`src/rtl/tc_ps_acp_rw.sv`:
```
// AXI3 burst master for the Zynq PS ACP port: independent write and read
// engines, each issuing one single-ID INCR burst and reporting done/error.
module tc_ps_acp_rw #(
   parameter int          DATA_W    = 64,
   parameter int          ID_W      = 3,
   parameter int          BURST_LEN = 16,
   parameter logic [3:0]  AXCACHE   = 4'b1111,
   parameter logic [4:0]  AXUSER    = 5'b00001
) (
   input  logic                 clk,
   input  logic                 rst,
   // write request side
   input  logic                 tx_en,
   output logic                 tx_rdy,
   input  logic [31:0]          tx_awaddr,
   input  logic [ID_W-1:0]      tx_awid,
   input  logic [DATA_W-1:0]    tx_wdata,
   output logic                 tx_wdreq,
   output logic                 tx_done,
   output logic                 tx_err,
   // read request side
   input  logic                 rx_en,
   output logic                 rx_rdy,
   input  logic [31:0]          rx_araddr,
   input  logic [ID_W-1:0]      rx_arid,
   output logic [DATA_W-1:0]    rx_rdata,
   output logic                 rx_rvalid,
   output logic                 rx_done,
   output logic                 rx_err,
   // AW
   output logic                 S_AXI_ACP_0_AWVALID,
   input  logic                 S_AXI_ACP_0_AWREADY,
   output logic [31:0]          S_AXI_ACP_0_AWADDR,
   output logic [ID_W-1:0]      S_AXI_ACP_0_AWID,
   output logic [3:0]           S_AXI_ACP_0_AWLEN,
   output logic [2:0]           S_AXI_ACP_0_AWSIZE,
   output logic [1:0]           S_AXI_ACP_0_AWBURST,
   output logic [1:0]           S_AXI_ACP_0_AWLOCK,
   output logic [3:0]           S_AXI_ACP_0_AWCACHE,
   output logic [2:0]           S_AXI_ACP_0_AWPROT,
   output logic [3:0]           S_AXI_ACP_0_AWQOS,
   output logic [4:0]           S_AXI_ACP_0_AWUSER,
   // W
   output logic                 S_AXI_ACP_0_WVALID,
   input  logic                 S_AXI_ACP_0_WREADY,
   output logic [DATA_W-1:0]    S_AXI_ACP_0_WDATA,
   output logic [DATA_W/8-1:0]  S_AXI_ACP_0_WSTRB,
   output logic                 S_AXI_ACP_0_WLAST,
   output logic [ID_W-1:0]      S_AXI_ACP_0_WID,
   // B
   input  logic                 S_AXI_ACP_0_BVALID,
   output logic                 S_AXI_ACP_0_BREADY,
   input  logic [1:0]           S_AXI_ACP_0_BRESP,
   input  logic [ID_W-1:0]      S_AXI_ACP_0_BID,
   // AR
   output logic                 S_AXI_ACP_0_ARVALID,
   input  logic                 S_AXI_ACP_0_ARREADY,
   output logic [31:0]          S_AXI_ACP_0_ARADDR,
   output logic [ID_W-1:0]      S_AXI_ACP_0_ARID,
   output logic [3:0]           S_AXI_ACP_0_ARLEN,
   output logic [2:0]           S_AXI_ACP_0_ARSIZE,
   output logic [1:0]           S_AXI_ACP_0_ARBURST,
   output logic [1:0]           S_AXI_ACP_0_ARLOCK,
   output logic [3:0]           S_AXI_ACP_0_ARCACHE,
   output logic [2:0]           S_AXI_ACP_0_ARPROT,
   output logic [3:0]           S_AXI_ACP_0_ARQOS,
   output logic [4:0]           S_AXI_ACP_0_ARUSER,
   // R
   input  logic                 S_AXI_ACP_0_RVALID,
   output logic                 S_AXI_ACP_0_RREADY,
   input  logic [DATA_W-1:0]    S_AXI_ACP_0_RDATA,
   input  logic [1:0]           S_AXI_ACP_0_RRESP,
   input  logic                 S_AXI_ACP_0_RLAST,
   input  logic [ID_W-1:0]      S_AXI_ACP_0_RID
);

   localparam int          SIZE      = $clog2(DATA_W / 8);
   localparam logic [4:0]  LAST_CNT  = 5'(BURST_LEN - 1);
   localparam logic [31:0] ADDR_MASK = ~32'(DATA_W / 8 - 1);

   typedef enum logic [1:0] {W_IDLE, W_ADDR, W_DATA, W_RESP} w_state_t;
   typedef enum logic [1:0] {R_IDLE, R_ADDR, R_DATA} r_state_t;

   w_state_t          w_state_q, w_state_d;
   logic [31:0]       w_addr_q, w_addr_d;
   logic [ID_W-1:0]   w_id_q, w_id_d;
   logic [4:0]        w_cnt_q, w_cnt_d;
   logic              tx_done_q, tx_done_d, tx_err_q, tx_err_d;

   r_state_t          r_state_q, r_state_d;
   logic [31:0]       r_addr_q, r_addr_d;
   logic [ID_W-1:0]   r_id_q, r_id_d;
   logic [4:0]        r_cnt_q, r_cnt_d;
   logic              r_acc_q, r_acc_d, r_beat_err;
   logic              rx_done_q, rx_done_d, rx_err_q, rx_err_d;

   // Response IDs are not checked: only one ID is ever outstanding per engine.
   logic unused_ids;
   assign unused_ids = ^{S_AXI_ACP_0_BID, S_AXI_ACP_0_RID};

   always_comb begin
      w_state_d = w_state_q;
      w_addr_d  = w_addr_q;
      w_id_d    = w_id_q;
      w_cnt_d   = w_cnt_q;
      tx_done_d = 1'b0;
      tx_err_d  = 1'b0;
      case (w_state_q)
         W_IDLE: if (tx_en) begin
            w_addr_d  = tx_awaddr & ADDR_MASK;
            w_id_d    = tx_awid;
            w_cnt_d   = 5'd0;
            w_state_d = W_ADDR;
         end
         W_ADDR: if (S_AXI_ACP_0_AWREADY) w_state_d = W_DATA;
         W_DATA: if (S_AXI_ACP_0_WREADY) begin
            w_cnt_d = w_cnt_q + 5'd1;
            if (w_cnt_q == LAST_CNT) w_state_d = W_RESP;
         end
         W_RESP: if (S_AXI_ACP_0_BVALID) begin
            tx_done_d = 1'b1;
            tx_err_d  = |S_AXI_ACP_0_BRESP;
            w_state_d = W_IDLE;
         end
         default: w_state_d = W_IDLE;
      endcase
   end

   always_ff @(posedge clk) begin
      if (!rst) begin
         w_state_q <= W_IDLE;
         w_addr_q  <= '0;
         w_id_q    <= '0;
         w_cnt_q   <= '0;
         tx_done_q <= 1'b0;
         tx_err_q  <= 1'b0;
      end else begin
         w_state_q <= w_state_d;
         w_addr_q  <= w_addr_d;
         w_id_q    <= w_id_d;
         w_cnt_q   <= w_cnt_d;
         tx_done_q <= tx_done_d;
         tx_err_q  <= tx_err_d;
      end
   end

   // Beat error: bad response, early rlast, or missing rlast on the final beat.
   assign r_beat_err = (|S_AXI_ACP_0_RRESP)
                     | (S_AXI_ACP_0_RLAST && (r_cnt_q != LAST_CNT))
                     | (!S_AXI_ACP_0_RLAST && (r_cnt_q == LAST_CNT));

   always_comb begin
      r_state_d = r_state_q;
      r_addr_d  = r_addr_q;
      r_id_d    = r_id_q;
      r_cnt_d   = r_cnt_q;
      r_acc_d   = r_acc_q;
      rx_done_d = 1'b0;
      rx_err_d  = 1'b0;
      case (r_state_q)
         R_IDLE: if (rx_en) begin
            r_addr_d  = rx_araddr & ADDR_MASK;
            r_id_d    = rx_arid;
            r_cnt_d   = 5'd0;
            r_acc_d   = 1'b0;
            r_state_d = R_ADDR;
         end
         R_ADDR: if (S_AXI_ACP_0_ARREADY) r_state_d = R_DATA;
         R_DATA: if (S_AXI_ACP_0_RVALID) begin
            r_cnt_d = r_cnt_q + 5'd1;
            r_acc_d = r_acc_q | r_beat_err;
            if (S_AXI_ACP_0_RLAST) begin
               rx_done_d = 1'b1;
               rx_err_d  = r_acc_q | r_beat_err;
               r_acc_d   = 1'b0;
               r_state_d = R_IDLE;
            end
         end
         default: r_state_d = R_IDLE;
      endcase
   end

   always_ff @(posedge clk) begin
      if (!rst) begin
         r_state_q <= R_IDLE;
         r_addr_q  <= '0;
         r_id_q    <= '0;
         r_cnt_q   <= '0;
         r_acc_q   <= 1'b0;
         rx_done_q <= 1'b0;
         rx_err_q  <= 1'b0;
      end else begin
         r_state_q <= r_state_d;
         r_addr_q  <= r_addr_d;
         r_id_q    <= r_id_d;
         r_cnt_q   <= r_cnt_d;
         r_acc_q   <= r_acc_d;
         rx_done_q <= rx_done_d;
         rx_err_q  <= rx_err_d;
      end
   end

   assign tx_rdy   = (w_state_q == W_IDLE);
   assign tx_done  = tx_done_q;
   assign tx_err   = tx_err_q;
   assign tx_wdreq = S_AXI_ACP_0_WVALID & S_AXI_ACP_0_WREADY;

   assign S_AXI_ACP_0_AWVALID = (w_state_q == W_ADDR);
   assign S_AXI_ACP_0_AWADDR  = w_addr_q;
   assign S_AXI_ACP_0_AWID    = w_id_q;
   assign S_AXI_ACP_0_AWLEN   = LAST_CNT[3:0];
   assign S_AXI_ACP_0_AWSIZE  = 3'(SIZE);
   assign S_AXI_ACP_0_AWBURST = 2'b01;
   assign S_AXI_ACP_0_AWLOCK  = 2'b00;
   assign S_AXI_ACP_0_AWCACHE = AXCACHE;
   assign S_AXI_ACP_0_AWPROT  = 3'b000;
   assign S_AXI_ACP_0_AWQOS   = 4'b0000;
   assign S_AXI_ACP_0_AWUSER  = AXUSER;

   assign S_AXI_ACP_0_WVALID  = (w_state_q == W_DATA);
   assign S_AXI_ACP_0_WDATA   = tx_wdata;
   assign S_AXI_ACP_0_WSTRB   = '1;
   assign S_AXI_ACP_0_WLAST   = (w_state_q == W_DATA) && (w_cnt_q == LAST_CNT);
   assign S_AXI_ACP_0_WID     = w_id_q;
   assign S_AXI_ACP_0_BREADY  = (w_state_q == W_RESP);

   assign rx_rdy    = (r_state_q == R_IDLE);
   assign rx_done   = rx_done_q;
   assign rx_err    = rx_err_q;
   assign rx_rvalid = (r_state_q == R_DATA) & S_AXI_ACP_0_RVALID;
   assign rx_rdata  = S_AXI_ACP_0_RDATA;

   assign S_AXI_ACP_0_ARVALID = (r_state_q == R_ADDR);
   assign S_AXI_ACP_0_ARADDR  = r_addr_q;
   assign S_AXI_ACP_0_ARID    = r_id_q;
   assign S_AXI_ACP_0_ARLEN   = LAST_CNT[3:0];
   assign S_AXI_ACP_0_ARSIZE  = 3'(SIZE);
   assign S_AXI_ACP_0_ARBURST = 2'b01;
   assign S_AXI_ACP_0_ARLOCK  = 2'b00;
   assign S_AXI_ACP_0_ARCACHE = AXCACHE;
   assign S_AXI_ACP_0_ARPROT  = 3'b000;
   assign S_AXI_ACP_0_ARQOS   = 4'b0000;
   assign S_AXI_ACP_0_ARUSER  = AXUSER;
   assign S_AXI_ACP_0_RREADY  = (r_state_q == R_DATA);

endmodule

```
`config.mk`:
```
export PLATFORM = sky130hd
export DESIGN_NAME = tc_ps_acp_rw
export DESIGN_NICKNAME = d
export VERILOG_FILES = /design/src/rtl/tc_ps_acp_rw.sv
export SDC_FILE = /design/constraint.sdc
export NUM_CORES = 1
export LEC_CHECK = 0
export CORE_AREA = 2 2 190 192
export DETAILED_ROUTE_END_ITERATION = 7
export DIE_AREA = 0 0 192 194
export HOLD_SLACK_MARGIN = 0.06
export MAX_ROUTING_LAYER = met4
export PLACE_DENSITY = 0.41
export REMOVE_ABC_BUFFERS = 1
export SYNTH_ARGS = -nofsm -noshare
export SYNTH_HDL_FRONTEND = slang
export SYNTH_SLANG_ARGS = --single-unit
export TNS_END_PERCENT = 1
```
`constraint.sdc`:
```
create_clock -name clk -period 2.9 [get_ports clk]
set_clock_uncertainty 0.05 [all_clocks]
set_input_delay 0.87 -clock clk [delete_from_list [all_inputs] [get_ports clk]]
set_output_delay 0.87 -clock clk [all_outputs]
set_load 0.05 [all_outputs]
```
==> impl_metrics.sql, run 1 <==
INSERT INTO impl_metrics (metric_group, metric, value, unit) VALUES
('outcome', 'status', 'finished clean', ''),
('synthesis', 'biggest_area_consumer_among_synthesized_cells', 'sky130_fd_sc_hd__dfxtp_1', ''),
('synthesis', 'ys_seq_area_frac', '0.3425', ''),
('floorplan', 'boundaryPins', '495', ''),
('cells_and_area', 'final_net_count', '832', ''),
('worst_setup_path', 'end_kind', 'output pin', ''),
('timing', 'clock.fmax', '352.5', 'MHz'),
('worst_setup_path', 'required', '1.98', 'ns'),
('power', 'leakage', '2.298', 'nW'),
('worst_setup_path', 'worst_setup_path_startpoint', 'r_state_q[1]', ''),
('worst_hold_path', 'hold_path_class', 'flip-flop to flip-flop', ''),
('synthesis', 'synth_cell_types', '39', ''),
('clocking', 'clk-insertion-delay-late', '0.37', 'ns'),
('timing', 'slew-limit-headroom', '0.5809', ''),
('timing', 'setup_viol', '0', ''),
('synthesis', 'async_reset_ff_frac', '0', ''),
('synthesis', 'ys_seq_elements', '83', ''),
('worst_setup_path', 'timing.reg2reg.worst_path_depth', '6', ''),
('synthesis', 'post_synth_design_cell_area', '4851', 'sq um'),
('power', 'power_density', '716.4', 'nW/um^2'),
('grt', 'groute.usage.overall', '0.2128', ''),
('synthesis', 'synth_top_area_frac', '0.3425', ''),
('routing', 'drt_pass1_iterations', '4', ''),
('synthesis', 'dominantRegCellSynth', 'sky130_fd_sc_hd__dfxtp_1', ''),
('grt', 'grt-ovfl-total', '0', ''),
('synthesis', 'synth_edf_count', '0', ''),
('timing', 'finalWorstPathRequiredPeriod', '2.837', 'ns'),
('worst_setup_path', 'crit_path_cell_chain', 'and2b_2, clkdlybuf4s50_1', ''),
('cells_and_area', 'fillCellCount', '4013', ''),
('clocking', 'clock_sinks', '83', ''),
('worst_setup_path', 'worst_setup_endpoint', 'S_AXI_ACP_0_RREADY', ''),
('routing', 'drc_errors', '0', ''),
('place', 'routability_cong', '0.8676', ''),
('worst_setup_path', 'crit_type', 'flip-flop to output pin', ''),
('clocking', 'cts-hold-fix-buffers', '0', ''),
('synthesis', 'synth_most_common_cell', 'sky130_fd_sc_hd__buf_4', ''),
('timing', 'hold_viol_final', '0', ''),
('worst_setup_path', 'crit_path_max_fanout', '6', ''),
('clocking', 'cts_made_buffers', '9', ''),
('worst_setup_path', 'crit-reg2reg-capture', 'w_cnt_q[3]', ''),
('floorplan', 'die-area', '37250', 'sq um'),
('synthesis', 'post_synth_main_area_contributors', 'sky130_fd_sc_hd__dfxtp_1, sky130_fd_sc_hd__buf_4, sky130_fd_sc_hd__nand2_1', ''),
('clocking', 'clk_transition_reported_paths', '0.07', 'ns'),
('timing', 'rsz0062_at_grt', 'false', ''),
('timing', 'tns', '0', 'ns'),
('cells_and_area', 'area_growth_syn_to_layout', '24.61', '%'),
('routing', 'antenna_left', '0', ''),
('synthesis', 'syn_area_per_cell', '8.306', 'sq um'),
('synthesis', 'warnings_synthesis', '0', ''),
('routing', 'dr_total_vias', '3695', ''),
('cells_and_area', 'drive_above_1_share', '0.06219', ''),
('routing', 'routedWlPerCell', '36.76', 'um'),
('floorplan', 'placeableCoreArea', '35220', 'sq um'),
('clocking', 'clockBufferDepth', '2', ''),
('timing', 'worstMarginPinSlew', '0.6266', 'ns'),
('floorplan', 'chipWidth', '192', 'um'),
('routing', 'first_iter_violations', '159', ''),
('clocking', 'cts-htree-levels', '3', ''),
('worst_setup_path', 'setup.reg_to_reg.worst_slack', '1.14', 'ns'),
('worst_setup_path', 'crit_path_start_kind', 'flip-flop', ''),
('power', 'total_power', '4.330', 'mW'),
('floorplan', 'row_count', '69', ''),
('worst_setup_path', 'cp_data_arrival_time', '1.92', 'ns'),
('clocking', 'clock-root-buffer', 'sky130_fd_sc_hd__clkbuf_16', ''),
('floorplan', 'initial_core_utilization', '0.1377', ''),
('grt', 'vias_in_the_first_global_route', '3339', ''),
('worst_setup_path', 'crit_path_top_delay_cell', 'sky130_fd_sc_hd__clkdlybuf4s50_1', ''),
('timing', 'layout_worst_path_cycle_share', '0.9782', ''),
('place', 'port_buffers', '158', ''),
('run', 'max-cap-violations', '0', ''),
('synthesis', 'synthTopCellsByCount', 'sky130_fd_sc_hd__buf_4, sky130_fd_sc_hd__nand2_1, sky130_fd_sc_hd__dfxtp_1', '');
[layout make-up]
type | instances | area [sq um] | area share
sequential | 83 | 1662 | 0.2749
timing repair buffer | 167 | 1684 | 0.2786
multi-input combinational | 336 | 1775 | 0.2937
inverter | 9 | 33.78 | 0.005589
tap | 461 | 576.8 | 0.09543
clock buffer | 11 | 252.7 | 0.04181
clock inverter | 5 | 60.06 | 0.009936
[cells by family (layout without fill, tap and decap cells)]
| family | after synthesis | count (layout) | share of synthesized area |
|---|---|---|---|
| adders and majority gates | 8 | 8 | 0.02064 |
| and+or+nand+nor | 174 | 174 | 0.1548 |
| xor gates and xnor gates | 3 | 3 | 0.005418 |
| DFF | 83 | 83 | 0.3425 |
| AOI/OAI and AO/OA | 79 | 79 | 0.1243 |
| muxes | 4 | 4 | 0.008254 |
| other | 2 | 68 | 0.001548 |
| buffers and inverters | 231 | 192 | 0.3425 |
[worst max-delay path, delay by kind of cell (launching register included)]
kind | cells | cell delay, ns
buf+inv | 1 | 0.82
flops | 1 | 0.49
simple gates | 1 | 0.23
[placed cells by master (no fill, tap or decap), types with 3 or more instances in the layout]
cell type                         instances
sky130_fd_sc_hd__dfxtp_1                 83
sky130_fd_sc_hd__buf_12                   4
sky130_fd_sc_hd__conb_1                  68
sky130_fd_sc_hd__clkbuf_16                9
sky130_fd_sc_hd__xor2_1                   3
sky130_fd_sc_hd__and3_1                   3
sky130_fd_sc_hd__nor2b_1                  7
sky130_fd_sc_hd__inv_1                    9
sky130_fd_sc_hd__and2_1                   4
sky130_fd_sc_hd__nand2_1                138
sky130_fd_sc_hd__nor2_1                   7
sky130_fd_sc_hd__buf_4                   10
sky130_fd_sc_hd__a21boi_0                22
sky130_fd_sc_hd__a21boi_1                42
sky130_fd_sc_hd__mux2i_1                  4
sky130_fd_sc_hd__a22oi_1                  5
sky130_fd_sc_hd__clkdlybuf4s50_1        151
sky130_fd_sc_hd__ha_1                     8
[layer usage]
metal  GRT usage  wire length [um]  up-vias
li1            -                 -     1629
met1      0.1211              8622     1581
met2      0.3499             18750      456
met3      0.2872             11100       29
met4     0.04156               930        0
met5           -                 0        -
[per-stage QoR]
stage                     hold slack, ns  std cells  setup WS (ns)  cell area [sq um]
final                             0.4000       1072        0.06324               6045
after detailed placement          0.3939       1056         0.2120               5729
after global routing              0.4211       1072       0.008592               6045
after global placement            0.3911       1056         0.2126               5729
after CTS                         0.4030       1072        0.02614               6042
after floorplan                   0.4039        428         0.4896               3471
[state kept, by name, indices dropped and copies added, names as in the netlist]
register,cells
S_AXI_ACP_0_AWID,3
rx_done,1
r_acc_q,1
tx_done,1
w_state_q,2
tx_err,1
w_cnt_q,5
rx_err,1
S_AXI_ACP_0_AWADDR,29
S_AXI_ACP_0_ARID,3
r_cnt_q,5
S_AXI_ACP_0_ARADDR,29
r_state_q,2
[what timing repair did]
item	in CTS	in global routing
resized for setup	0	1
hold endpoints to repair	0	0
setup endpoints to repair	0	1
buffers inserted	0	0
[power by group]
part / switching, mW / total [mW] / internal (mW)
registers: 0.0788 / 1.35 / 1.27
clock network: 0.547 / 1.26 / 0.718
logic: 1.19 / 1.72 / 0.532
total: 1.81 / 4.33 / 2.52
[worst min-delay path by stage]
stage	from	to	slack [ns]	depth (start not counted)
floorplan	w_cnt_q[3]	w_cnt_q[3]	0.40	2
global placement	S_AXI_ACP_0_AWADDR[17]	S_AXI_ACP_0_AWADDR[17]	0.39	2
detailed placement	S_AXI_ACP_0_AWADDR[17]	S_AXI_ACP_0_AWADDR[17]	0.39	2
CTS	S_AXI_ACP_0_AWADDR[17]	S_AXI_ACP_0_AWADDR[17]	0.40	2
global route	S_AXI_ACP_0_ARADDR[5]	S_AXI_ACP_0_ARADDR[5]	0.42	2
finish	S_AXI_ACP_0_AWADDR[17]	S_AXI_ACP_0_AWADDR[17]	0.40	2
Power figures use the tool's default switching activity.
==> run 2, diff against run 1 <==
Settings changed: CTS_CLUSTER_SIZE set to 24, GPL_ROUTABILITY_DRIVEN set to 0.
==> results of run 2 <==
No change in the layout: final DEF, timing and power equal those of run 1.
